### src/rtl/cpu_step_pkg.sv
`default_nettype none
// ============================================================================
//  Module      : cpu_step_pkg
//  Description : Shared types and constants for the CPU run/step controller.
//  Revision    : 1.0 - initial release
// ============================================================================
package cpu_step_pkg;

  // Width of the issued-step counter shown on the display path
  localparam int STEP_CNT_W = 32;

  // Controller state; the encoding is visible on the mode output
  typedef enum logic [1:0] {
    ST_HALT = 2'd0,
    ST_STEP = 2'd1,
    ST_RUN  = 2'd2
  } state_t;

  // Bits needed to hold the values 0..n-1 (at least one bit)
  function automatic int cnt_width(input int n);
    return (n > 1) ? $clog2(n) : 1;
  endfunction

endpackage
`default_nettype wire

### src/rtl/cpu_step_ctrl_if.sv
`default_nettype none
// ============================================================================
//  Module      : cpu_step_ctrl_if
//  Description : Board-side inputs and CPU-side enable/status outputs of the
//                run/step controller.
//  Revision    : 1.0 - initial release
// ============================================================================
interface cpu_step_ctrl_if;
  import cpu_step_pkg::*;

  logic                  btnStep;
  logic                  swRun;
  logic                  swSpeed;
  logic                  cpuEn;
  logic [1:0]            mode;
  logic [STEP_CNT_W-1:0] stepCount;

  // Board / stimulus side
  modport master (
    output btnStep, swRun, swSpeed,
    input  cpuEn, mode, stepCount
  );

  // Controller side
  modport slave (
    input  btnStep, swRun, swSpeed,
    output cpuEn, mode, stepCount
  );

endinterface
`default_nettype wire

### src/rtl/btn_debounce.sv
`default_nettype none
// ============================================================================
//  Module      : btn_debounce
//  Description : Two-flop synchronizer, consecutive-sample debounce counter and
//                rising-edge detector for one bouncy asynchronous input.
//  Revision    : 1.0 - initial release
// ============================================================================
module btn_debounce
  import cpu_step_pkg::*;
#(
  parameter int DEBOUNCE_CYCLES = 1000000
) (
  input  wire logic CLK,
  input  wire logic RST,
  input  wire logic rawIn,
  output logic      level,
  output logic      rise
);

  // The counter only needs to reach DEBOUNCE_CYCLES-1 before the level flips
  localparam int             CNT_W    = cnt_width(DEBOUNCE_CYCLES);
  localparam logic [CNT_W-1:0] CNT_LAST = CNT_W'(DEBOUNCE_CYCLES - 1);

  logic             sync_meta;
  logic             sync_s;
  logic             level_q;
  logic             level_d;
  logic [CNT_W-1:0] diff_cnt;

  // Two-flop synchronizer on the raw pin
  always_ff @(posedge CLK or posedge RST) begin
    if (RST) begin
      sync_meta <= 1'b0;
      sync_s    <= 1'b0;
    end else begin
      sync_meta <= rawIn;
      sync_s    <= sync_meta;
    end
  end

  // Count consecutive samples that disagree with the debounced level; adopt
  // the new value on the last one of the run
  always_ff @(posedge CLK or posedge RST) begin
    if (RST) begin
      level_q  <= 1'b0;
      diff_cnt <= '0;
    end else if (sync_s == level_q) begin
      diff_cnt <= '0;
    end else if (diff_cnt == CNT_LAST) begin
      level_q  <= sync_s;
      diff_cnt <= '0;
    end else begin
      diff_cnt <= diff_cnt + 1'b1;
    end
  end

  // Previous debounced level, for the single-cycle rising-edge pulse
  always_ff @(posedge CLK or posedge RST) begin
    if (RST) begin
      level_d <= 1'b0;
    end else begin
      level_d <= level_q;
    end
  end

  assign level = level_q;
  assign rise  = level_q & ~level_d;

endmodule
`default_nettype wire

### src/rtl/cpu_step_ctrl.sv
`default_nettype none
// ============================================================================
//  Module      : cpu_step_ctrl
//  Description : Run/step clock-enable generator for the CPU core. Produces a
//                single-cycle cpuEn strobe while halted (one per debounced
//                button press) or free-running at a fast/slow divided rate,
//                and counts issued steps.
//  Revision    : 1.0 - initial release
// ============================================================================
module cpu_step_ctrl
  import cpu_step_pkg::*;
#(
  parameter int DEBOUNCE_CYCLES = 1000000,
  parameter int FAST_DIV        = 2,
  parameter int SLOW_DIV        = 25000000
) (
  input  wire logic       CLK,
  input  wire logic       RST,
  cpu_step_ctrl_if.slave  bus
);

  localparam int MAX_DIV = (FAST_DIV > SLOW_DIV) ? FAST_DIV : SLOW_DIV;
  localparam int DIV_W   = cnt_width(MAX_DIV);

  // Terminal divider values (DIV-1) for each speed
  localparam logic [DIV_W-1:0] FAST_LAST = DIV_W'(FAST_DIV - 1);
  localparam logic [DIV_W-1:0] SLOW_LAST = DIV_W'(SLOW_DIV - 1);

  // Synchronized switches
  logic run_meta;
  logic run_s;
  logic spd_meta;
  logic spd_s;
  logic spd_prev;

  // Debounced step button
  logic btn_level;
  logic btn_rise;
  logic step_req;

  // Controller state
  state_t                state;
  state_t                state_next;
  logic [DIV_W-1:0]      div;
  logic [DIV_W-1:0]      div_next;
  logic [DIV_W-1:0]      div_last;
  logic                  spd_toggle;
  logic                  cpu_en;
  logic                  en_next;
  logic [STEP_CNT_W-1:0] step_count;

  btn_debounce #(
    .DEBOUNCE_CYCLES (DEBOUNCE_CYCLES)
  ) u_btn_debounce (
    .CLK   (CLK),
    .RST   (RST),
    .rawIn (bus.btnStep),
    .level (btn_level),
    .rise  (btn_rise)
  );

  // A request is the first cycle of a debounced high level
  assign step_req = btn_rise & btn_level;

  // Two-flop synchronizers for the run and speed switches, plus the previous
  // synchronized speed so a speed change can be seen for one cycle
  always_ff @(posedge CLK or posedge RST) begin
    if (RST) begin
      run_meta <= 1'b0;
      run_s    <= 1'b0;
      spd_meta <= 1'b0;
      spd_s    <= 1'b0;
      spd_prev <= 1'b0;
    end else begin
      run_meta <= bus.swRun;
      run_s    <= run_meta;
      spd_meta <= bus.swSpeed;
      spd_s    <= spd_meta;
      spd_prev <= spd_s;
    end
  end

  assign div_last   = spd_s ? SLOW_LAST : FAST_LAST;
  assign spd_toggle = spd_s ^ spd_prev;

  // State, divider and strobe registers
  always_ff @(posedge CLK or posedge RST) begin
    if (RST) begin
      state  <= ST_HALT;
      div    <= '0;
      cpu_en <= 1'b0;
    end else begin
      state  <= state_next;
      div    <= div_next;
      cpu_en <= en_next;
    end
  end

  // Next-state, divider and strobe decode. The strobe is registered, so it
  // lands in the cycle after the divider sits at its terminal value.
  always_comb begin
    state_next = state;
    div_next   = div;
    en_next    = 1'b0;
    case (state)
      ST_HALT: begin
        div_next = '0;
        if (run_s) begin
          state_next = ST_RUN;
        end else if (step_req) begin
          state_next = ST_STEP;
          en_next    = 1'b1;
        end
      end
      ST_STEP: begin
        state_next = ST_HALT;
      end
      ST_RUN: begin
        if (!run_s) begin
          state_next = ST_HALT;
          div_next   = '0;
        end else if (spd_toggle && (div >= div_last)) begin
          // Already past the new terminal count: restart without a pulse
          div_next = '0;
        end else if (div == div_last) begin
          div_next = '0;
          en_next  = 1'b1;
        end else begin
          div_next = div + 1'b1;
        end
      end
      default: begin
        state_next = ST_HALT;
        div_next   = '0;
      end
    endcase
  end

  // Count every cycle the CPU was enabled; wraps silently
  always_ff @(posedge CLK or posedge RST) begin
    if (RST) begin
      step_count <= '0;
    end else if (cpu_en) begin
      step_count <= step_count + 1'b1;
    end
  end

  assign bus.cpuEn     = cpu_en;
  assign bus.mode      = state;
  assign bus.stepCount = step_count;

endmodule
`default_nettype wire

### src/flat_wrapper.sv
// flat-port wrapper written by rule: the top's interface ports become plain ports
module cpu_step_ctrl_flat import cpu_step_pkg::*;
#(
  parameter int DEBOUNCE_CYCLES = 1000000,
  parameter int FAST_DIV        = 2,
  parameter int SLOW_DIV        = 25000000
)
  (CLK, RST, bus_btnStep, bus_swRun, bus_swSpeed, bus_cpuEn, bus_mode, bus_stepCount);
  cpu_step_ctrl_if bus_i ();
  input  wire logic CLK;
  input  wire logic RST;
  input wire logic [$bits(bus_i.btnStep)-1:0] bus_btnStep;
  input wire logic [$bits(bus_i.swRun)-1:0] bus_swRun;
  input wire logic [$bits(bus_i.swSpeed)-1:0] bus_swSpeed;
  output wire logic [$bits(bus_i.cpuEn)-1:0] bus_cpuEn;
  output wire logic [$bits(bus_i.mode)-1:0] bus_mode;
  output wire logic [$bits(bus_i.stepCount)-1:0] bus_stepCount;
  assign bus_i.btnStep = bus_btnStep;
  assign bus_i.swRun = bus_swRun;
  assign bus_i.swSpeed = bus_swSpeed;
  assign bus_cpuEn = bus_i.cpuEn;
  assign bus_mode = bus_i.mode;
  assign bus_stepCount = bus_i.stepCount;
  cpu_step_ctrl #(.DEBOUNCE_CYCLES(DEBOUNCE_CYCLES), .FAST_DIV(FAST_DIV), .SLOW_DIV(SLOW_DIV)) u_core (.CLK(CLK), .RST(RST), .bus(bus_i));
endmodule
### config.mk
export PLATFORM = sky130hd
export DESIGN_NAME = cpu_step_ctrl_flat
export DESIGN_NICKNAME = d
export VERILOG_FILES = /design/src/rtl/cpu_step_pkg.sv /design/src/rtl/cpu_step_ctrl_if.sv /design/src/rtl/btn_debounce.sv /design/src/rtl/cpu_step_ctrl.sv /design/src/flat_wrapper.sv
export SDC_FILE = /design/constraint.sdc
export NUM_CORES = 1
export LEC_CHECK = 0
export ABC_AREA = 1
export BUFFER_PORTS_ARGS = -buffer_cell sky130_fd_sc_hd__buf_2
export CAP_MARGIN = 20
export CORE_MARGIN = 5
export CORE_UTILIZATION = 50
export CTS_BUF_LIST = sky130_fd_sc_hd__clkbuf_4
export CTS_CLUSTER_DIAMETER = 100
export DETAILED_ROUTE_END_ITERATION = 12
export HOLD_SLACK_MARGIN = 0.1
export PLACE_DENSITY_LB_ADDON = 0.25
export SYNTH_ARGS = -nofsm -noshare
export SYNTH_HDL_FRONTEND = slang
export SYNTH_SLANG_ARGS = --single-unit
### constraint.sdc
create_clock -name CLK -period 3.96 [get_ports CLK]
set_input_delay 0.99 -clock CLK [delete_from_list [all_inputs] [get_ports CLK]]
set_output_delay 0.99 -clock CLK [all_outputs]
set_load 0.01 [all_outputs]
==> flow_summary.ini <==
[outcome]
status = completed

[clock_tree]
ctsHoldBuffers = 0
cts_buffers = 9
cts_root_buf = clkbuf_4
clk_path_buf_depth = 2
clk_latency_ps = 460
cts_tree = built
path_clk_slew_ps = 140
post_cts_resized = 0
htreeDepth = 3
cts_sinks = 89
post_cts_buffers = 0

[floorplanning]
die_h_um = 115
start_util_pct = 51.0
dieArea_sq_um = 13300
core_area_sq_um = 10900
fp.dieW_um = 115
floorplan.rows = 38
io_pins = 40

[global_routing]
grt_pass1_wl_um = 21900
grt_antenna_before_repair = 1
grt_max_degree = 56
track_usage_pct = 20.6
grt-ovfl-total = 0
grt_pass1_vias = 4750

[timing]
fin_tns_setup_ps = 0
report.final.slew_viol_count = 0
tightest_slew_ps = 562
max_freq_mhz = 427
timing.slew.headroom_pct = 62.5
period_minus_slack_ps = 2340
setup_viol = 0
rsz0062_at_grt = no
timing.final.crit_share_pct = 59.2
finalHoldViolations = 0
skew_ps = 22.6

[run]
maxCapViolCount = 0

[finish]
layout-drive-gt1-share_pct = 10.4
nets = 842
syn2layout_area_growth_pct = 8.83
nFillCells = 1054
finalInstanceArea_sq_um = 6050

[worst_setup_path]
slowest_delay_ps = 670
startpoint = u_core.bus.cpuEn$_DFF_PP0_
required_ps = 2970
reg2reg_depth = 11
path_cells = buf_2
start_kind = register
crit_family = flip-flops
crit_arrival_ps = 1350
rr_startpoint = u_core.spd_s$_DFF_PP0_
cp_max_fo = 14
cpMaxStageDelayCell = dfrtp_1
cp-endpoint = bus_cpuEn
path_buf_inv = 1
worstSetupPathType = reg2out
reg2reg_slack_ps = 1650
endpoint_kind = output pin
r2r_end = u_core.div[6]$_DFFE_PP0P_
path_depth = 1

[pwr]
irDropWorstVdd_v = 0.000205
power.density_nw_per_um2 = 255
p_leak_nw = 2.96

[drt]
wirelength_um = 13000
detail-route-antenna-nets = 0
routed_via_density = 5.12
drc_errors = 0
wire_per_inst_um = 13.5
dr_total_vias = 4936
dr.first_iter.drc_count = 309
firstDrtPassIters = 5

[placed_design]
globalplace.congestion = 0.922
portBuffers = 39
postPlaceCellArea_sq_um = 5880
hpwl_um = 9720

[logic_synthesis]
ys_seq_area_share_pct = 40.1
syn_area_sq_um = 5560
syn_inst = 775
synth_seq_cells = 89
synth_top_area_share_pct = 40.1
synth_top_cell_by_area = dfrtp_1
synth_fp_nets = 799
synth_async_sr_flop_share_pct = 100
synth_warnings = 0
synth-edff-count = 0
synthFlopType = dfrtp_1
synth_area_per_cell_sq_um = 7.17
synth_cell_types = 31
synth.area.top_cells = dfrtp_1 (40%), nand2_1 (18%), nor2_1 (8.4%)

[worst_hold_path]
min_delay_path_depth = 0
hp-class = reg2reg
final cells by class:
cell class / instances / area [sq um] / share of cell area (%)
flip-flops and latches: 89 / 2230 / 36.8
inverters: 81 / 305 / 5.05
diodes: 1 / 2.50 / 0.0414
well taps: 140 / 175 / 2.90
repair buffers: 42 / 243 / 4.01
clock buffers: 10 / 75.1 / 1.24
clock inverters: 6 / 65.1 / 1.08
multi-input cells: 595 / 2950 / 48.8
logic make-up (layout without fill, tap and decap cells):
family / count (synthesis) / after routing / share of synthesized area (%)
other: 0 / 1 / 0
AOI/OAI and AO/OA: 16 / 16 / 1.58
adders and majority gates: 19 / 19 / 4.28
DFF: 89 / 89 / 40.1
and+or+nand+nor: 512 / 512 / 39.7
xor gates and xnor gates: 48 / 48 / 7.57
buffers and inverters: 91 / 139 / 6.76
metal layers:
metal,track usage (%),share of wire [%],vias up
li1,-,-,2508
met1,26.1,45,2312
met2,35.0,50,101
met3,4.68,4.1,15
met4,6.73,1.7,0
met5,0,0,-
cell usage in the layout, fill, tap and decap left out, drive strengths merged, types with 3 or more instances in the layout:
master  instances
xnor2          16
o21ai           4
a21oi           9
nand3          51
xor2           32
inv            82
nand3b          3
dfrtp          89
nand2         277
nor2          130
nor3           32
and3            4
nand4          12
ha             19
buf            42
clkinv          4
clkbuf         10
cells in the mapped netlist, drive strengths merged, types with 3 or more instances:
cell type	number
nor3	32
nand2	277
xnor2	16
ha	19
buf	7
xor2	32
inv	81
dfrtp	89
o21ai	4
nand3b	3
nand4	12
a21oi	9
clkbuf	3
nor2	130
nand3	51
and3	4
worst min-delay path by stage:
stage | start | end | slack [ps]
finish | u_core.run_meta$_DFF_PP0_ | u_core.run_s$_DFF_PP0_ | 380
global route | u_core.run_meta$_DFF_PP0_ | u_core.run_s$_DFF_PP0_ | 380
CTS | u_core.run_meta$_DFF_PP0_ | u_core.run_s$_DFF_PP0_ | 380
detailed placement | u_core.u_btn_debounce.sync_meta$_DFF_PP0_ | u_core.u_btn_debounce.sync_s$_DFF_PP0_ | 350
global placement | u_core.run_meta$_DFF_PP0_ | u_core.run_s$_DFF_PP0_ | 340
floorplan | u_core.run_meta$_DFF_PP0_ | u_core.run_s$_DFF_PP0_ | 330
metrics by stage:
stage,power [mW],util [%],setup WS [ps],std cells,hold WS [ps]
floorplan,1.00,-,663,775,331
global placement,1.02,54.0,1840,946,336
detailed placement,1.03,54.0,1690,946,345
CTS,1.56,55.3,1560,962,377
global route,1.61,55.5,1410,964,384
finish,1.54,55.5,1620,964,376
state kept, by name, summed over array words and instances, names as in the netlist:
signal / count
u_core.bus.mode: 2
u_core.run_meta: 1
u_core.u_btn_debounce.sync_meta: 1
u_core.spd_s: 1
u_core.u_btn_debounce.sync_s: 1
u_core.div: 25
u_core.u_btn_debounce.level: 1
u_core.bus.cpuEn: 1
u_core.run_s: 1
u_core.u_btn_debounce.diff_cnt: 20
u_core.bus.stepCount: 32
u_core.u_btn_debounce.level_d: 1
u_core.spd_prev: 1
u_core.spd_meta: 1
power breakdown:
part / switching (mW) / internal (mW)
Combinational: 0.0584 / 0.0223
Clock: 0.332 / 0.202
Sequential: 0.0109 / 0.918
Total: 0.401 / 1.14
Power figures use the tool's default switching activity.
